`config.mk`:
```
export PLATFORM = sky130hd
export DESIGN_NAME = div_stall_unit
export DESIGN_NICKNAME = d
export VERILOG_FILES = /design/src/rtl/div_stall_unit_pkg.sv /design/src/rtl/div_stall_unit_div_step.sv /design/src/rtl/div_stall_unit.sv
export SDC_FILE = /design/constraint.sdc
export NUM_CORES = 1
export LEC_CHECK = 0
export CORE_UTILIZATION = 56
export CTS_CLUSTER_DIAMETER = 40
export DETAILED_ROUTE_END_ITERATION = 8
export GPL_TIMING_DRIVEN = 0
export PLACE_DENSITY = 0.78
export SYNTH_ARGS = -nofsm -noshare
export SYNTH_HDL_FRONTEND = slang
export SYNTH_SLANG_ARGS = --single-unit
```
`constraint.sdc`:
```
create_clock -name clk -period 15.35 [get_ports clk]
set_clock_uncertainty 0.15 [all_clocks]
set_input_delay 1.535 -clock clk [delete_from_list [all_inputs] [get_ports clk]]
set_output_delay 1.535 -clock clk [all_outputs]
set_load 0.005 [all_outputs]
```
`src/rtl/div_stall_unit_pkg.sv`:
```
// Shared constants and FSM encoding for the EX-stage divider and its stall handshake.
// Stall bus layout matches CTRL; bit STALL_EX is the EX hold.
package div_stall_unit_pkg;

    localparam int STALL_BUS = 6;
    localparam int STALL_EX  = 3;

    typedef enum logic [1:0] {
        IDLE = 2'd0,
        CALC = 2'd1,
        DONE = 2'd2
    } div_state_e;

endpackage

```
`src/rtl/div_stall_unit_div_step.sv`:
```
// One combinational restoring-division iteration on magnitudes.
// Shifts {rem, quo} left by one and subtracts the divisor when it fits.
module div_step #(
    parameter int WIDTH = 32
) (
    input  logic [WIDTH-1:0] rem,
    input  logic [WIDTH-1:0] quo,
    input  logic [WIDTH-1:0] divisor,
    output logic [WIDTH-1:0] rem_next,
    output logic [WIDTH-1:0] quo_next
);

    logic [WIDTH:0] trial;
    logic [WIDTH:0] diff;
    logic           fits;

    // rem < divisor always holds, so trial < 2*divisor and the top bit of diff is a clean sign.
    always_comb begin
        trial    = {rem, quo[WIDTH-1]};
        diff     = trial - {1'b0, divisor};
        fits     = ~diff[WIDTH];
        rem_next = fits ? diff[WIDTH-1:0] : trial[WIDTH-1:0];
        quo_next = {quo[WIDTH-2:0], fits};
    end

endmodule

```
`src/rtl/div_stall_unit.sv`:
```
// Multi-cycle radix-2 restoring divider for DIV/DIVU in EX; raises a stall request
// while busy and holds its result until EX is released.
module div_stall_unit
    import div_stall_unit_pkg::*;
#(
    parameter int WIDTH   = 32,
    parameter int STALL_W = STALL_BUS
) (
    input  logic               clk,
    input  logic               resetn,
    input  logic [STALL_W-1:0] stall,
    input  logic               div_en,
    input  logic               div_signed,
    input  logic [WIDTH-1:0]   src_a,
    input  logic [WIDTH-1:0]   src_b,
    output logic               stallreq_for_ex,
    output logic               result_valid,
    output logic [WIDTH-1:0]   result_lo,
    output logic [WIDTH-1:0]   result_hi
);

    localparam logic [5:0] LAST_STEP = 6'(WIDTH - 1);

    div_state_e       state;
    div_state_e       state_next;
    logic [5:0]       cnt;
    logic [WIDTH-1:0] rem;
    logic [WIDTH-1:0] quo;
    logic [WIDTH-1:0] divisor;
    logic             sign_q;
    logic             sign_r;
    logic [WIDTH-1:0] rem_next;
    logic [WIDTH-1:0] quo_next;
    logic [WIDTH-1:0] a_mag;
    logic [WIDTH-1:0] b_mag;
    logic             a_neg;
    logic             b_neg;
    logic             ex_hold;
    logic             unused_stall;

    assign ex_hold      = stall[STALL_EX];
    assign unused_stall = ^{stall[STALL_W-1:STALL_EX+1], stall[STALL_EX-1:0]};

    assign a_neg = div_signed & src_a[WIDTH-1];
    assign b_neg = div_signed & src_b[WIDTH-1];
    assign a_mag = a_neg ? -src_a : src_a;
    assign b_mag = b_neg ? -src_b : src_b;

    div_step #(
        .WIDTH (WIDTH)
    ) u_step (
        .rem      (rem),
        .quo      (quo),
        .divisor  (divisor),
        .rem_next (rem_next),
        .quo_next (quo_next)
    );

    // Gated by resetn so the request drops the instant reset asserts, not at the next edge.
    assign stallreq_for_ex = resetn & div_en & (state != DONE);
    assign result_valid    = (state == DONE);

    always_comb begin
        state_next = state;
        case (state)
            IDLE: begin
                if (div_en) begin
                    state_next = (src_b == '0) ? DONE : CALC;
                end
            end
            CALC: begin
                if (!div_en) begin
                    state_next = IDLE;
                end else if (cnt == LAST_STEP) begin
                    state_next = DONE;
                end
            end
            DONE: begin
                if (!div_en || !ex_hold) begin
                    state_next = IDLE;
                end
            end
            default: state_next = IDLE;
        endcase
    end

    // Result registers load only on entry to DONE, so a cancelled divide leaves them untouched.
    always_ff @(posedge clk or negedge resetn) begin
        if (!resetn) begin
            state     <= IDLE;
            cnt       <= '0;
            rem       <= '0;
            quo       <= '0;
            divisor   <= '0;
            sign_q    <= 1'b0;
            sign_r    <= 1'b0;
            result_lo <= '0;
            result_hi <= '0;
        end else begin
            state <= state_next;
            case (state)
                IDLE: begin
                    if (div_en) begin
                        rem     <= '0;
                        quo     <= a_mag;
                        divisor <= b_mag;
                        sign_q  <= a_neg ^ b_neg;
                        sign_r  <= a_neg;
                        cnt     <= '0;
                        if (src_b == '0) begin
                            result_lo <= '1;
                            result_hi <= src_a;
                        end
                    end
                end
                CALC: begin
                    if (div_en) begin
                        rem <= rem_next;
                        quo <= quo_next;
                        cnt <= cnt + 6'd1;
                        if (cnt == LAST_STEP) begin
                            result_lo <= sign_q ? -quo_next : quo_next;
                            result_hi <= sign_r ? -rem_next : rem_next;
                        end
                    end
                end
                default: ;
            endcase
        end
    end

endmodule

```
# Word-level counts from Yosys, hierarchy flattened
# Cells that the tools add are included.
word_totals:
  register_bits: 170
  input_bits: 74
  out_inout_bits: 66
classes:
  n_addsub: 6
  eq_ne: 10
  muxes: 30
  bitwise_logic: 6
  reduce_logical: 10
ops:
  columns: ["operator", "n"]
  rows:
  - ["32-bit two-way mux", 17]
  - ["32-bit one-hot mux with 2 select lines", 4]
  - ["32-bit negation", 4]
  - ["33-bit by 32-bit subtractor with 33-bit output", 1]
  - ["32-bit zero test", 1]
  - ["6-bit two-way mux", 2]
  - ["6-bit one-hot mux with 2 select lines", 1]
  - ["2-bit two-way mux", 5]
  - ["2-bit inequality test (second input constant)", 5]
  - ["6-bit by 1-bit adder with 6-bit output (second input constant)", 1]
  - ["6-bit by 5-bit == test with 1-bit output (second input constant)", 1]
  - ["2-bit one-hot mux with 3 select lines", 1]
  - ["3-bit AND reduction", 2]
  - ["5-bit AND reduction", 1]
  - ["1-bit bitwise AND", 4]
  - ["3-bit inequality test (second input constant)", 1]
  - ["2-bit by 1-bit == test with 1-bit output (second input constant)", 1]
  - ["2-bit == test (second input constant)", 1]
  - ["1-bit zero test", 2]
  - ["2-bit zero test", 1]
  - ["2-bit by 1-bit inequality test with 1-bit output (second input constant)", 1]
  - ["2-bit AND reduction", 1]
  - ["2-bit nonzero test", 1]
  - ["1-bit logical OR", 1]
  - ["other kinds (2)", 2]

# Longest topological paths before layout
logic_depth:
  word_depth: 7
  ltp_mapped: 23
  mapped_depth_nobuf: 20

# Modules after synthesis
# A second synthesis with hierarchy kept.
unflattened:
  hier_cells: 1454
  hier_area_um2: 12201.7
modules_own_cells:
  columns: ["mod", "n_inst", "cells_per_inst", "area_each_um2"]
  rows:
  - ["div_stall_unit", 1, 1117, 9603.0]
  - ["div_step", 1, 337, 2598.7]

# Worst setup path after synthesis
# Ideal clock, no wire load.
synth_timing:
  path_type: "register to register"
  start: "register quo[31]"
  end: "register result_lo[24]"
  arrival_time_ns: 4.834
  setup_slack_ns: 10.229
  path_stages_with_launch: 23
  path_cell_list: "dfrtp_1 -> inv_1 -> ha_1 -> fa_1 -> nand2b_1 -> a21oi_1 -> o211ai_4 -> a2111oi_4 -> o21ai_2 -> and2_4 -> inv_2 -> buf_2 -> buf_1 -> ha_1 -> nand2_1 -> or3_1 -> or3_1 -> nand2b_1 -> nand2b_1 -> nand2b_1 -> o41ai_1 -> xor2_1 -> a21oi_1"
synth_between:
  elab_chain_len: 7
synth_rtl:
  columns: ["element", "line", "source"]
  rows:
  - ["start, declared", "div_stall_unit.sv:28", "logic [WIDTH-1:0] quo;"]
  - ["start signal, assigned", "div_stall_unit.sv:105", "quo <= a_mag;"]
  - ["start signal, assigned", "div_stall_unit.sv:119", "quo <= quo_next;"]
  - ["33-bit by 32-bit subtractor with 33-bit output", "div_stall_unit_div_step.sv:20", "diff = trial - {1'b0, divisor};"]
  - ["1-bit inverter", "div_stall_unit_div_step.sv:21", "fits = ~diff[WIDTH];"]
  - ["32-bit negation", "div_stall_unit.sv:122", "result_lo <= sign_q ? -quo_next : quo_next;"]
  - ["32-bit two-way mux", "div_stall_unit.sv:122", null]
  - ["32-bit two-way mux", "div_stall_unit.sv:121", "if (cnt == LAST_STEP) begin"]
  - ["32-bit two-way mux", "div_stall_unit.sv:117", "if (div_en) begin"]
  - ["32-bit one-hot mux with 2 select lines", "div_stall_unit.sv:101", "case (state)"]
  - ["end signal, assigned", "div_stall_unit.sv:122", null]
  - ["end, declared", "div_stall_unit.sv:18", "output logic [WIDTH-1:0] result_lo,"]
# No other way between the ends. The select of a mux whose other input is x is not followed.
# A chain may end at the register's enable or synchronous reset.

# Worst setup path after layout
layout_timing:
  start: "register quo[31]"
  end: "register result_lo[26]"
# Same word-level chain as after synthesis.

==> results.json <==
{
  "first_iter_violations": 913,
  "syn_avg_cell_area_um2": 7.94,
  "dp_hpwl_um": 29600,
  "synth-seq-area-share_pct": 34.3,
  "p_int_uw": 1050,
  "critical_path_class": "reg2reg",
  "clock_insertion_delay_worst_skew_ps": 440,
  "synth-warning-count": 0,
  "tritoncts": "built",
  "die_x_um": 151,
  "clockRootBuffer": "sky130_fd_sc_hd__clkbuf_16",
  "post-route-period-util_pct": 43.8,
  "ctsLongestPathBuffers": 2,
  "multi_input_area_um2": 7530,
  "die_area_um2": 22800,
  "number_of_instances_in_the_placed_design": 1979,
  "drive_gt1_share_pct": 5.55,
  "postSynth.asyncResetShare_pct": 100,
  "dominantRegCellSynth": "sky130_fd_sc_hd__dfrtp_1",
  "postCtsSetupRepairBufs": 0,
  "final_period_minus_worst_setup_slack_ps": 6720,
  "synth.lib_cells_used.distinct": 90,
  "upper_clock_frequency_limit_mhz": 149,
  "wire_per_inst_um": 19.1,
  "initial_antenna_violation_count": 0,
  "end_kind": "flop",
  "wl_um": 38400,
  "hp-class": "reg2reg",
  "netlist_instances": 1564,
  "timing.slew.headroom_pct": 30.4,
  "place.gp.congestion": 0.956,
  "run_status": "finished, final reports clean",
  "synth_enable_flop_cells": 0,
  "worst_slew_pin_tran_ps": 1040,
  "post_cts_resized": 0,
  "flip_flop_and_latch_area_um2": 4250,
  "postRouteAntennaNets": 0,
  "port_buffers": 134,
  "track_usage_pct": 34.4,
  "max-cap-violations": 0,
  "area.growth.synth_to_final_pct": 18.6,
  "max-vdd-ir-drop_v": 0.0000818,
  "grt_setup_unrepaired": "false",
  "clk_pin_slew_worst_paths_ps": 80,
  "worstPathMaxFanout": 10,
  "totalNegativeSetupSlack_ps": 0,
  "power_switching_share_pct": 42.9,
  "final.hold.worst_slack_ps": 340,
  "first_global_vias": 11600,
  "cp-start-kind": "flop",
  "final_cell_area_um2": 14700,
  "finalMaxSlewViolations": 0,
  "post_synth_instance_area_um2": 12400,
  "drc": 0,
  "tritoncts.num_buffers": 17,
  "drt_first_pass_iters": 5,
  "antenna-diode-count": 0,
  "initial_cell_density_of_the_core_pct": 57.1,
  "placement_rows": 54,
  "dieHeight_um": 151,
  "synth-seq-cells": 170,
  "crit_arrival_ps": 6860,
  "leak_uw": 0.00621,
  "cts-htree-levels": 4,
  "nets": 1830,
  "finalNonFillerCells": 2010,
  "final-setup-viol-count": 0,
  "postSynthNetCount": 1676,
  "core_area_um2": 21800,
  "finalHoldViolations": 0,
  "grt_remaining_overflow": 0,
  "avgViaCountPerCell": 6.10,
  "ios": 140,
  "p_seq_share_pct": 30.3,
  "final_core_util_pct": 67.7,
  "switchingPower_uw": 788,
  "clock_power_share_pct": 24.1,
  "placedInstanceArea_um2": 14100,
  "vias": 12300,
  "pin_count_of_the_biggest_net_entering_global_routing": 121,
  "cts_hold_buf": 0,
  "numClockSinks": 170,
  "power_density_nw_per_um2": 125,
  "worst_ep_required_time_ps": 15490,
  "fill_cells": 1916,
  "grt_first_pass_wirelength_um": 60100,
  "power.combinational.fraction_pct": 45.6
}
-- state kept, by name, indices dropped and copies added, names as in the netlist --
| signal | count |
|---|---|
| cnt | 6 |
| divisor | 32 |
| quo | 32 |
| rem | 32 |
| result_hi | 32 |
| result_lo | 32 |
| sign_q | 1 |
| sign_r | 1 |
| state | 2 |
-- power by group through the flow --
stage          combinational [uW]  sequential, uW  clock (uW)
2_1_floorplan                 610             541           0
3_3_place_gp                  796             560           0
3_5_place_dp                  812             561           0
4_1_cts                       819             553         437
5_1_grt                       912             561         455
6_report                      837             556         441
-- worst max-delay path: stages (launching register included) --
cell and delay [ps]:
sky130_fd_sc_hd__dfrtp_1 520, sky130_fd_sc_hd__inv_1 100, sky130_fd_sc_hd__ha_1 250, sky130_fd_sc_hd__fa_1 400
sky130_fd_sc_hd__nand2b_1 200, sky130_fd_sc_hd__a21oi_1 340, sky130_fd_sc_hd__o211ai_4 180, sky130_fd_sc_hd__a2111oi_4 380
sky130_fd_sc_hd__o21ai_2 250, sky130_fd_sc_hd__and2_4 220, sky130_fd_sc_hd__inv_2 150, sky130_fd_sc_hd__buf_2 290
sky130_fd_sc_hd__buf_1 530, sky130_fd_sc_hd__ha_1 330, sky130_fd_sc_hd__nand2_1 100, sky130_fd_sc_hd__or3_1 330
sky130_fd_sc_hd__or3_1 350, sky130_fd_sc_hd__nand2b_1 240, sky130_fd_sc_hd__nand2b_1 240, sky130_fd_sc_hd__nand2b_1 260
sky130_fd_sc_hd__o31ai_1 330, sky130_fd_sc_hd__xor2_1 270, sky130_fd_sc_hd__a31oi_1 110
-- cell usage after synthesis, types with 7 or more instances --
| library cell | n | area share [%] |
|---|---|---|
| sky130_fd_sc_hd__nor4_1 | 9 | 0.45 |
| sky130_fd_sc_hd__a21oi_1 | 174 | 7.0 |
| sky130_fd_sc_hd__nand2b_1 | 18 | 0.91 |
| sky130_fd_sc_hd__or3_1 | 25 | 1.3 |
| sky130_fd_sc_hd__nor3_1 | 31 | 1.2 |
| sky130_fd_sc_hd__dfrtp_1 | 170 | 34 |
| sky130_fd_sc_hd__nor2b_1 | 8 | 0.40 |
| sky130_fd_sc_hd__and3_1 | 11 | 0.55 |
| sky130_fd_sc_hd__nor2_1 | 184 | 5.6 |
| sky130_fd_sc_hd__o31ai_1 | 22 | 1.3 |
| sky130_fd_sc_hd__a31oi_1 | 20 | 1.0 |
| sky130_fd_sc_hd__and2_1 | 7 | 0.35 |
| sky130_fd_sc_hd__a21o_1 | 13 | 0.79 |
| sky130_fd_sc_hd__o21ai_0 | 134 | 5.4 |
| sky130_fd_sc_hd__clkbuf_1 | 53 | 1.6 |
| sky130_fd_sc_hd__o211ai_1 | 10 | 0.60 |
| sky130_fd_sc_hd__o22ai_1 | 10 | 0.50 |
| sky130_fd_sc_hd__or4_1 | 11 | 0.67 |
| sky130_fd_sc_hd__xnor2_1 | 52 | 3.7 |
| sky130_fd_sc_hd__buf_1 | 13 | 0.39 |
| sky130_fd_sc_hd__nand2_1 | 193 | 5.8 |
| sky130_fd_sc_hd__buf_2 | 12 | 0.48 |
| sky130_fd_sc_hd__inv_1 | 64 | 1.9 |
| sky130_fd_sc_hd__ha_1 | 37 | 3.7 |
| sky130_fd_sc_hd__nand4_1 | 10 | 0.50 |
| sky130_fd_sc_hd__xor2_1 | 63 | 4.4 |
| sky130_fd_sc_hd__nand3_1 | 37 | 1.5 |
| sky130_fd_sc_hd__mux2i_1 | 24 | 1.9 |
| sky130_fd_sc_hd__a211oi_1 | 9 | 0.54 |
| sky130_fd_sc_hd__o21ai_1 | 16 | 0.64 |
| sky130_fd_sc_hd__o21a_1 | 10 | 0.60 |
| sky130_fd_sc_hd__mux2_2 | 7 | 0.63 |
-- path summary, 6_finish.rpt --
path | from | end | slack (ps) | cells after the start
max | quo[31] | result_lo[26] | 8630 | 22
min | result_hi[3] | result_hi[3] | 340 | 2
max reg2reg | quo[31] | result_lo[26] | 8630 | 22
min reg2reg | result_hi[3] | result_hi[3] | 340 | 2
max in group asynchronous | resetn | rem[20] | 13280 | 2
min in group asynchronous | resetn | result_lo[11] | 840 | 1
-- cells by family (layout without fill, tap and decap cells) --
family	after synthesis	in the layout	share of synthesized area (%)
fa+ha+maj	38	38	3.89
mux	34	34	2.95
simple gates	569	569	21.2
buf+inv	152	318	5.12
compound gates	486	486	24.5
xor+xnor	115	115	8.11
flops	170	170	34.3
-- cell usage in the layout (no fill, tap or decap), drive strengths merged, types with 11 or more instances in the layout --
| cell type | n |
|---|---|
| nand2 | 193 |
| nor2 | 184 |
| a21oi | 178 |
| dfrtp | 170 |
| o21ai | 151 |
| clkdlybuf4s50 | 133 |
| inv | 73 |
| clkbuf | 71 |
| xor2 | 63 |
| xnor2 | 52 |
| nand3 | 37 |
| ha | 37 |
| buf | 35 |
| nor3 | 31 |
| mux2i | 26 |
| or3 | 25 |
| o31ai | 25 |
| a31oi | 21 |
| nand2b | 18 |
| a21o | 13 |
| nand4 | 12 |
| o211ai | 12 |
| and3 | 11 |
| or4 | 11 |
| o22ai | 11 |
| nor4 | 11 |
-- cell type report --
| type | count | area share, % |
|---|---|---|
| Buffer | 87 | 2.66 |
| Clock buffer | 17 | 2.89 |
| Clock inverter | 14 | 1.06 |
| Inverter | 65 | 1.66 |
| Multi-Input combinational cell | 1242 | 51.1 |
| Sequential cell | 170 | 28.9 |
| Tap cell | 280 | 2.38 |
| Timing Repair Buffer | 135 | 9.33 |
-- metrics by stage --
step	total power (uW)	setup WS, ps
5_1_grt	1930	8410
6_report	1830	8630
3_3_place_gp	1360	5100
4_1_cts	1810	8710
3_5_place_dp	1370	8810
2_1_floorplan	1150	10230
-- layer usage --
metal / GRT usage, % / vias to the layer above / part of all wire, %
met2: 60.2 / 580 / 49
li1: - / 5862 / -
met5: 0 / - / 0
met3: 4.01 / 117 / 7.1
met1: 42.4 / 5712 / 40
met4: 15.3 / 0 / 4.1
(Power assumes the default switching activity.)
